**src/rtl/mem_arbiter.sv**
```systemverilog
// mem_arbiter: shares one line-wide memory port between the I-cache (requester 0)
// and the D-cache (requester 1), one whole line transaction at a time.
//
// Ports:
//   clk_i, rst_i               clock, asynchronous active-low reset
//   pN_enable_i / pN_write_i   requester N request (held until ack) and read/write select
//   pN_addr_i / pN_data_i      requester N line address and write data
//   pN_ack_o                   requester N transaction complete (mem_ack_i routed to owner)
//   p_data_o                   memory read data broadcast to both requesters
//   mem_enable_o/mem_write_o   memory transaction enable and write strobe
//   mem_addr_o/mem_data_o      memory address and write data (latched for the transaction)
//   mem_data_i/mem_ack_i       memory read data and one-cycle completion pulse
//   grant_o                    one-hot owner of the current transaction, 00 when idle
module mem_arbiter #(
   parameter int ADDR_W = 32,
   parameter int DATA_W = 256,
   parameter bit RR_EN  = 1'b1
) (
   input  logic              clk_i,
   input  logic              rst_i,
   input  logic              p0_enable_i,
   input  logic              p0_write_i,
   input  logic [ADDR_W-1:0] p0_addr_i,
   input  logic [DATA_W-1:0] p0_data_i,
   output logic              p0_ack_o,
   input  logic              p1_enable_i,
   input  logic              p1_write_i,
   input  logic [ADDR_W-1:0] p1_addr_i,
   input  logic [DATA_W-1:0] p1_data_i,
   output logic              p1_ack_o,
   output logic [DATA_W-1:0] p_data_o,
   output logic              mem_enable_o,
   output logic              mem_write_o,
   output logic [ADDR_W-1:0] mem_addr_o,
   output logic [DATA_W-1:0] mem_data_o,
   input  logic [DATA_W-1:0] mem_data_i,
   input  logic              mem_ack_i,
   output logic [1:0]        grant_o
);
   localparam logic [1:0] IDLE  = 2'd0;
   localparam logic [1:0] BUSY0 = 2'd1;
   localparam logic [1:0] BUSY1 = 2'd2;

   logic [1:0]        r_state;
   logic              r_last;
   logic              r_write;
   logic [ADDR_W-1:0] r_addr;
   logic [DATA_W-1:0] r_data;
   logic [1:0]        w_grant;
   logic              w_idle;
   logic              w_req;
   logic              w_pick1;

   assign w_grant = {r_state == BUSY1, r_state == BUSY0};
   // The unused encoding behaves as IDLE so a corrupted state self-recovers.
   assign w_idle  = ~|w_grant;
   assign w_req   = p0_enable_i | p1_enable_i;
   // Requester 1 wins when alone, or on a tie when round-robin says it is not the last owner.
   assign w_pick1 = p1_enable_i & (~p0_enable_i | (RR_EN & ~r_last));

   always_ff @(posedge clk_i or negedge rst_i) begin
      if (!rst_i) begin
         r_state <= IDLE;
         r_last  <= 1'b1;
         r_write <= 1'b0;
         r_addr  <= '0;
         r_data  <= '0;
      end else if (w_idle) begin
         if (w_req) begin
            r_state <= w_pick1 ? BUSY1 : BUSY0;
            r_last  <= w_pick1;
            r_write <= w_pick1 ? p1_write_i : p0_write_i;
            r_addr  <= w_pick1 ? p1_addr_i : p0_addr_i;
            r_data  <= w_pick1 ? p1_data_i : p0_data_i;
         end else begin
            r_state <= IDLE;
         end
      end else if (mem_ack_i) begin
         r_state <= IDLE;
      end
   end

   assign grant_o      = w_grant;
   assign mem_enable_o = ~w_idle;
   assign mem_write_o  = r_write;
   assign mem_addr_o   = r_addr;
   assign mem_data_o   = r_data;
   assign p0_ack_o     = w_grant[0] & mem_ack_i;
   assign p1_ack_o     = w_grant[1] & mem_ack_i;
   assign p_data_o     = mem_data_i;
endmodule
```
**config.mk**
```make
export PLATFORM = sky130hd
export DESIGN_NAME = mem_arbiter
export DESIGN_NICKNAME = d
export VERILOG_FILES = /design/src/rtl/mem_arbiter.sv
export SDC_FILE = /design/constraint.sdc
export NUM_CORES = 1
export LEC_CHECK = 0
export CORE_AREA = 4 4 543 545
export CTS_BUF_LIST = sky130_fd_sc_hd__clkbuf_8
export DETAILED_ROUTE_END_ITERATION = 6
export DIE_AREA = 0 0 547 549
export PLACE_DENSITY_LB_ADDON = 0.08
export SYNTH_ARGS = -nofsm -noshare
export SYNTH_HDL_FRONTEND = slang
export SYNTH_SLANG_ARGS = --single-unit
```
**constraint.sdc**
```tcl
create_clock -name clk_i -period 1.77 [get_ports clk_i]
set_clock_uncertainty 0.2 [all_clocks]
set_input_delay 0.354 -clock clk_i [delete_from_list [all_inputs] [get_ports clk_i]]
set_output_delay 0.354 -clock clk_i [all_outputs]
set_load 0.05 [all_outputs]
```
; ---- Word-level counts from Yosys, hierarchy flattened
; Index checks and enable logic that the tools add are counted.
[word_totals]
ff_bits = 292
input_bits = 839
word_cells = 25
[classes]
eq_ne = 3
mux = 7
n_bitwise = 8
reduce_logical = 2
[ops]
columns = op, n
row1 = $mux 256, 1
row2 = $mux 32, 1
row3 = $mux 2, 4
row4 = $and 1x1->1, 3
row5 = $not 1->1, 3
row6 = $eq 2x1->1 const B, 1
row7 = $eq 2x2->1 const B, 1
row8 = $ne 2x1->1 const B, 1
row9 = $or 1x1->1, 2
row10 = $reduce_and 2->1, 1
row11 = $reduce_or 2->1, 1
row12 = $mux 1, 1

; ---- Depth between registers and ports, before layout
; Gate-level depths: netlist of run 1.
[logic_depth]
ltp_word = 6
ltp_mapped = 8

; ---- Worst setup path after synthesis of run 1
; OpenSTA, ideal clock, no wires.
[synth_timing]
path_type = reg2out
start = register r_state[0]
end = output port p1_ack_o
arrival_time_ps = 1413
required_time_ps = 1216
path_slack_ps = -197
path_stages_with_launch = 4
path_buffers = 0
cell_sequence = dfrtp_1 inv_1 ha_1 and2_1
[synth_between]
elab_chain_cells = 2
[synth_lines]
columns = element, line_no
row1 = from (decl), 44  ; logic [1:0] r_state;
row2 = from (signal assigned), 70  ; r_state <= w_pick1 ? BUSY1 : BUSY0;
row3 = $eq 2x2->1, 54  ; assign w_grant = {r_state == BUSY1, r_state == BUSY0};
row4 = via grant_o[1], 38  ; output logic [1:0] grant_o
row5 = $and 1x1->1, 89  ; assign p1_ack_o = w_grant[1] & mem_ack_i;
row6 = to (decl), 30  ; output logic p1_ack_o,
; The timed path passes the listed nets, and every way through them passes these cells.

; ---- Worst setup path in the final report of run 1
[layout_timing]
start = register r_state[1]
end = output port mem_enable_o
[layout_between]
elab_chain_cells = 2
elab_cells_between_ends = 3
[layout_lines]
columns = element, line_no
row1 = $eq 2x1->1 or $eq 2x2->1 (tied branches), 54
row2 = $reduce_or 2->1 *, 56  ; assign w_idle = ~|w_grant;
row3 = to (decl), 32  ; output logic mem_enable_o,
; Every way passes the cells marked *; elsewhere a longest branch is shown, timed or not.

==> impl_metrics.env, run 1 <==
export IMPL_cts_max_path_buffers=4
export IMPL_detail_route_antenna_nets=0
export IMPL_max_freq_mhz=414
export IMPL_hpwlAfterDp_um=125000
export IMPL_fin_crit_ps=2410
export IMPL_synth_top_area_share=0.484
export IMPL_regArea_mm2=0.00735
export IMPL_synth_most_common_cell="a21oi_1"
export IMPL_netlist_top_cells_area="dfrtp_1 (48%), a21oi_1 (18%), buf_4 (14%), nor2_1 (7.0%), nand2_1 (6.9%)"
export IMPL_path_cells="ha_4, buf_12, inv_8, buf_12"
export IMPL_dp_cells=6378
export IMPL_path_max_fanout=2
export IMPL_worst_path_max_delay_cell="dfrtp_1"
export IMPL_core_area_mm2=0.290
export IMPL_ys_flop_type="dfrtp_1"
export IMPL_nets=4098
export IMPL_post_drt_wl_per_cell_um=22.3
export IMPL_synthArstFlopShare=1.00
export IMPL_hold_viol=0
export IMPL_multi_input_area_mm2=0.00707
export IMPL_postSynthAreaPerCell_um2=8.24
export IMPL_finalSetupViolCount=584
export IMPL_rsz0062_at_grt="true"
export IMPL_crit_start="r_state[1]"
export IMPL_grt_max_degree=38
export IMPL_gp_congestion=0.717
export IMPL_syn2layout_area_growth_pct=181
export IMPL_synth_area_mm2=0.0151
export IMPL_cts_buffers=86
export IMPL_slew_headroom=0.723
export IMPL_io_pins=1389
export IMPL_clk_pin_slew_worst_paths_ps=60
export IMPL_vias=19100
export IMPL_ys_seq_area_frac=0.485
export IMPL_post_place_ws_ps=-761
export IMPL_die_area_mm2=0.300
export IMPL_layout_drive_gt1_share=0.326
export IMPL_cap_violations=0
export IMPL_grt_busiest_layer="met2"
export IMPL_hp_class="in2reg"
export IMPL_gr_usage_met3=0.0588
export IMPL_port_buffers=876
export IMPL_place_area_mm2=0.0309
export IMPL_insertion_delay_ps=850
export IMPL_crit_type="reg2out"
export IMPL_final_cells=7241
export IMPL_chipWidth_um=547
export IMPL_clock_sinks=292
export IMPL_tritoncts="yes"
export IMPL_fin_crit_sh=1.36
export IMPL_h_tree_depth=3
export IMPL_r2r_start="r_state[0]"
export IMPL_worst_slew_pin_slew_ps=416
export IMPL_fillers=32800
export IMPL_grt_pass1_vias=21400
export IMPL_syn_num_nets=2669
export IMPL_antenna_found_initial=68
export IMPL_grt_total_usage=0.104
export IMPL_grt_pass1_wl_um=211000
export IMPL_status="finished, violations left"
export IMPL_ys_warn_count=0
export IMPL_worstPathRequired_ps=1220
export IMPL_violations="setup timing"
export IMPL_fin_util=0.146
export IMPL_synth_largest_area_cell="dfrtp_1"
export IMPL_wl_um=162000
export IMPL_start_kind="flip-flop"
export IMPL_use_met1=0.111
export IMPL_drt_iter0_markers=513
export IMPL_synthCells=1827
export IMPL_min_from="p0_data_i[155]"
export IMPL_vias_per_cell=2.63
export IMPL_num_rows=198
export IMPL_die_y_um=549
export IMPL_setup_ws_ps=-643
export IMPL_ir_drop_v=0.000724
export IMPL_synth_commonest_cells="a21oi_1 (555), dfrtp_1 (291), nor2_1 (279), nand2_1 (278), buf_4 (271)"
export IMPL_root_buffer="clkbuf_8"
export IMPL_cp_common_cell="buf_12"
export IMPL_power_density_mw_per_mm2=1980
export IMPL_slew_violations=0
export IMPL_crit_arrival_ps=1860
export IMPL_end_kind="output port"
export IMPL_overflow=0
export IMPL_dr_pass1_iters=4
export IMPL_leakage_nw=16.2
export IMPL_start_util=0.0519
export IMPL_synth_edf_count=0
export IMPL_synth_distinct_cells=20
export IMPL_max_stage_delay_ps=420
export IMPL_final_area_mm2=0.0424
export IMPL_yosys_register_bits=292
export IMPL_grtUsageMet2=0.172
export IMPL_drcViolationCount=0
## critical path, delay by kind of cell, from the launching register on
kind                     cells  cell delay (ps)
flip-flops                   1              420
buffers and inverters        3              270
adder cells (fa/ha/maj)      1              310
## stage by stage
stage,power [mW],hold WS (ps),TNS (ps)
4_1_cts,83.1,0.146,-272840
3_5_place_dp,60.9,37.0,-185720
5_1_grt,88.7,21.3,-269640
2_1_floorplan,34.6,-142,-1580
3_3_place_gp,61.2,39.8,-185290
6_report,83.7,143,-195350
## power by group
group | switching [mW] | total (mW) | internal [mW]
combinational | 30.9 | 59.1 | 28.2
clock | 4.48 | 9.43 | 4.95
sequential | 4.80 | 15.1 | 10.3
total | 40.2 | 83.7 | 43.5
## area by class of cell
class                           count  area share
Antenna cell                       37     0.00219
Clock buffer                       98      0.0318
Clock inverter                     38     0.00384
Inverter                            3    0.000561
Multi-Input combinational cell   1148       0.167
Sequential cell                   292       0.173
Tap cell                         3900       0.115
Timing Repair Buffer             1725       0.506
## timing repair
| action | CTS | global route |
|---|---|---|
| endpoints found under the setup margin | 583 | 585 |
| hold endpoints to repair | 582 | 0 |
| setup buffers | 86 | 24 |
| gates resized for setup | 310 | 376 |
| cloned | 34 | 6 |
| pin swaps | 30 | 38 |
| hold buffers | 560 | 0 |
## kinds of logic after synthesis
| logic type | after synthesis | synth area share |
|---|---|---|
| compound gates | 574 | 0.196 |
| fa+ha+maj | 3 | 0.00249 |
| buf+inv | 387 | 0.172 |
| flops | 292 | 0.485 |
| simple gates | 571 | 0.145 |
## registers in the layout (all words and copies together), names as in the netlist
| register | count |
|---|---|
| mem_data_o | 256 |
| mem_addr_o | 32 |
| r_state | 2 |
| mem_write_o | 1 |
| r_last | 1 |
## cell usage in the layout (no fill, tap or decap), drive strengths merged, types with 33 or more instances in the layout
master,count
a21oi,555
buf,578
clkbuf,104
clkdlybuf4s50,581
dfrtp,291
diode,37
dlygate4sd3,559
inv,33
nand2,278
nor2,279
## final timing paths
check                                  endpoint  cells past startpoint  slack [ps]
worst min register to register   mem_addr_o[13]                      2         380
min in group asynchronous        mem_data_o[65]                      4         370
max in group asynchronous       mem_data_o[225]                      6         260
worst min-delay path            mem_data_o[155]                      4         140
worst max-delay path               mem_enable_o                      4        -640
worst max register to register  mem_data_o[117]                     13        -640
## per-layer routing
layer  vias to the layer above  part of all wire
met5                         -            0.0032
met4                        36             0.032
met3                       284              0.12
met2                      1060              0.47
met1                      8942              0.37
li1                       8756                 -
Note: power is estimated with default switching activity, not from simulation.
==> inputs of run 2 (changes only) <==
Settings changed: CORE_AREA 4 4 543 545 to 2 2 541 543, DIE_AREA 0 0 547 549 to 0 0 543 545.
==> run 2 against run 1 <==
  * The flow still finishes with violations (setup timing)
  * Register-to-register slack better by 80 ps
  * Critical path depth stayed put
  * Worst hold slack lost 53 ps
  * Critical path type unchanged
  * Highest routed layer unchanged
  * Via count up 3.5%
  * Count of clock-buffer cells in the layout shrank 2
  * Flip-flop and latch count unchanged
==> impl_metrics.env, run 2 (synthesis results as in run 1) <==
export IMPL_worst_slew_pin_slew_ps=513
export IMPL_place_area_mm2=0.0309
export IMPL_crit_type="reg2out"
export IMPL_power_mw=91.4
export IMPL_fin_crit_ps=2390
export IMPL_worstPathRequired_ps=1220
export IMPL_violations="setup timing"
export IMPL_core_area_mm2=0.290
export IMPL_h_tree_depth=3
export IMPL_setup_ws_ps=-623
export IMPL_vias_per_cell=2.68
export IMPL_finalSetupViolCount=584
export IMPL_wl_um=161000
export IMPL_num_rows=198
export IMPL_layout_commonest_cell="clkdlybuf4s50_1"
export IMPL_hp_class="in2reg"
export IMPL_hpwlAfterDp_um=121000
export IMPL_grt_pass1_vias=21500
export IMPL_end_kind="output port"
export IMPL_hold_viol=0
export IMPL_max_freq_mhz=418
export IMPL_final_area_mm2=0.0456
export IMPL_syn2layout_area_growth_pct=203
export IMPL_whs_ps=90.3
export IMPL_gp_congestion=0.739
export IMPL_start_kind="flip-flop"
export IMPL_die_y_um=545
export IMPL_start_util=0.0519
export IMPL_fin_util=0.157
export IMPL_crit_arrival_ps=1840
export IMPL_chipWidth_um=543
export IMPL_slew_headroom=0.658
export IMPL_cts_max_path_buffers=4
export IMPL_grt_pass1_wl_um=205000
export IMPL_rsz0062_at_grt="true"
export IMPL_antenna_found_initial=60
export IMPL_worst_path_max_delay_cell="dfrtp_1"
export IMPL_slew_violations=0
export IMPL_largest_reg_flops=256
export IMPL_detail_route_antenna_nets=0
export IMPL_grt_total_usage=0.103
export IMPL_p_seq_frac=0.163
export IMPL_port_buffers=876
export IMPL_p_sw_frac=0.469
export IMPL_path_cells="ha_4, buf_12, inv_6, buf_12"
export IMPL_clockPowerShare=0.105
export IMPL_grt_max_degree=33
export IMPL_drt_iter0_markers=438
export IMPL_r2r_cells=11
export IMPL_tritoncts="yes"
export IMPL_power_density_mw_per_mm2=2000
export IMPL_insertion_delay_ps=850
export IMPL_vias=19800
export IMPL_leakage_nw=17.2
export IMPL_io_pins=1389
export IMPL_dr_pass1_iters=4
export IMPL_clock_sinks=292
export IMPL_overflow=0
export IMPL_cp_common_cell="buf_12"
export IMPL_cap_violations=0
export IMPL_p_switching_mw=42.9
export IMPL_path_max_fanout=2
export IMPL_root_buffer="clkbuf_8"
export IMPL_fin_crit_sh=1.35
export IMPL_status="finished, violations left"
export IMPL_min_path_cells=3
export IMPL_nets=4235
export IMPL_clk_pin_slew_worst_paths_ps=60
export IMPL_layout_common_cells="clkdlybuf4s50_1 (581), dlygate4sd3_1 (573), buf_12 (385)"
export IMPL_p_int_mw=48.6
export IMPL_post_drt_wl_per_cell_um=21.9
export IMPL_reg2reg_slack_ps=-560
export IMPL_power_frac_comb=0.731
export IMPL_die_area_mm2=0.296
export IMPL_drcViolationCount=0
export IMPL_cts_buffers=86
export IMPL_ir_drop_v=0.000701
export IMPL_max_stage_delay_ps=410
export IMPL_layout_drive_gt1_share=0.439
-- run 2: repair_timing --
item                                    CTS  global route
endpoints found under the hold margin   584             0
buffers inserted                         96           130
gates cloned                             35            21
hold buffers                            573             0
gates resized for setup                 276           861
pin swaps                                33           163
endpoints found under the setup margin  584           585
-- run 2: layout make-up --
cell class,count,area [um2]
Clock buffer,96,1320
Multi-Input combinational cell,1148,8670
Sequential cell,292,7440
Fill cell,32600,244000
Timing Repair Buffer,1862,23000
Tap cell,3900,4880
Antenna cell,35,87.6
Clock inverter,44,216
Inverter,3,18.8
-- run 2: power by group through the flow --
stage          clock (mW)  combinational, mW  sequential [mW]
2_1_floorplan           0               10.8             23.8
3_3_place_gp            0               46.9             14.7
3_5_place_dp            0               46.5             14.7
4_1_cts              10.5               58.0             14.8
5_1_grt              10.7               70.7             15.3
6_report             9.63               66.9             14.9
-- run 2: worst paths after layout --
path	startpoint	endpoint
worst max-delay path	r_state[1]	mem_enable_o
worst min-delay path	p1_data_i[46]	mem_data_o[46]
worst max register to register	r_state[1]	mem_data_o[221]
worst min register to register	mem_data_o[64]	mem_data_o[64]
max in group asynchronous	rst_i	mem_addr_o[20]
min in group asynchronous	rst_i	mem_data_o[126]
-- run 2: critical path: cells and delay by family, from the launching register on --
family                   cells  cell delay, ps
flip-flops                   1             410
adder cells (fa/ha/maj)      1             310
buffers and inverters        3             270
-- run 2: stage by stage --
step | setup slack [ps] | setup TNS (ps) | instances
after global placement | -700 | -167610 | 6378
after global routing | -796 | -261200 | 7371
after detailed placement | -700 | -167850 | 6378
after CTS | -803 | -274180 | 7220
after floorplan | -7.95 | -1580 | 1827
final | -623 | -189330 | 7380
-- run 2: per-layer routing --
layer	vias to the layer above	part of all wire	GRT usage
li1	9022	-	-
met1	9333	0.35	0.103
met2	1041	0.48	0.172
met3	314	0.13	0.0596
met4	44	0.047	0.0457
met5	-	0.0023	0.00260
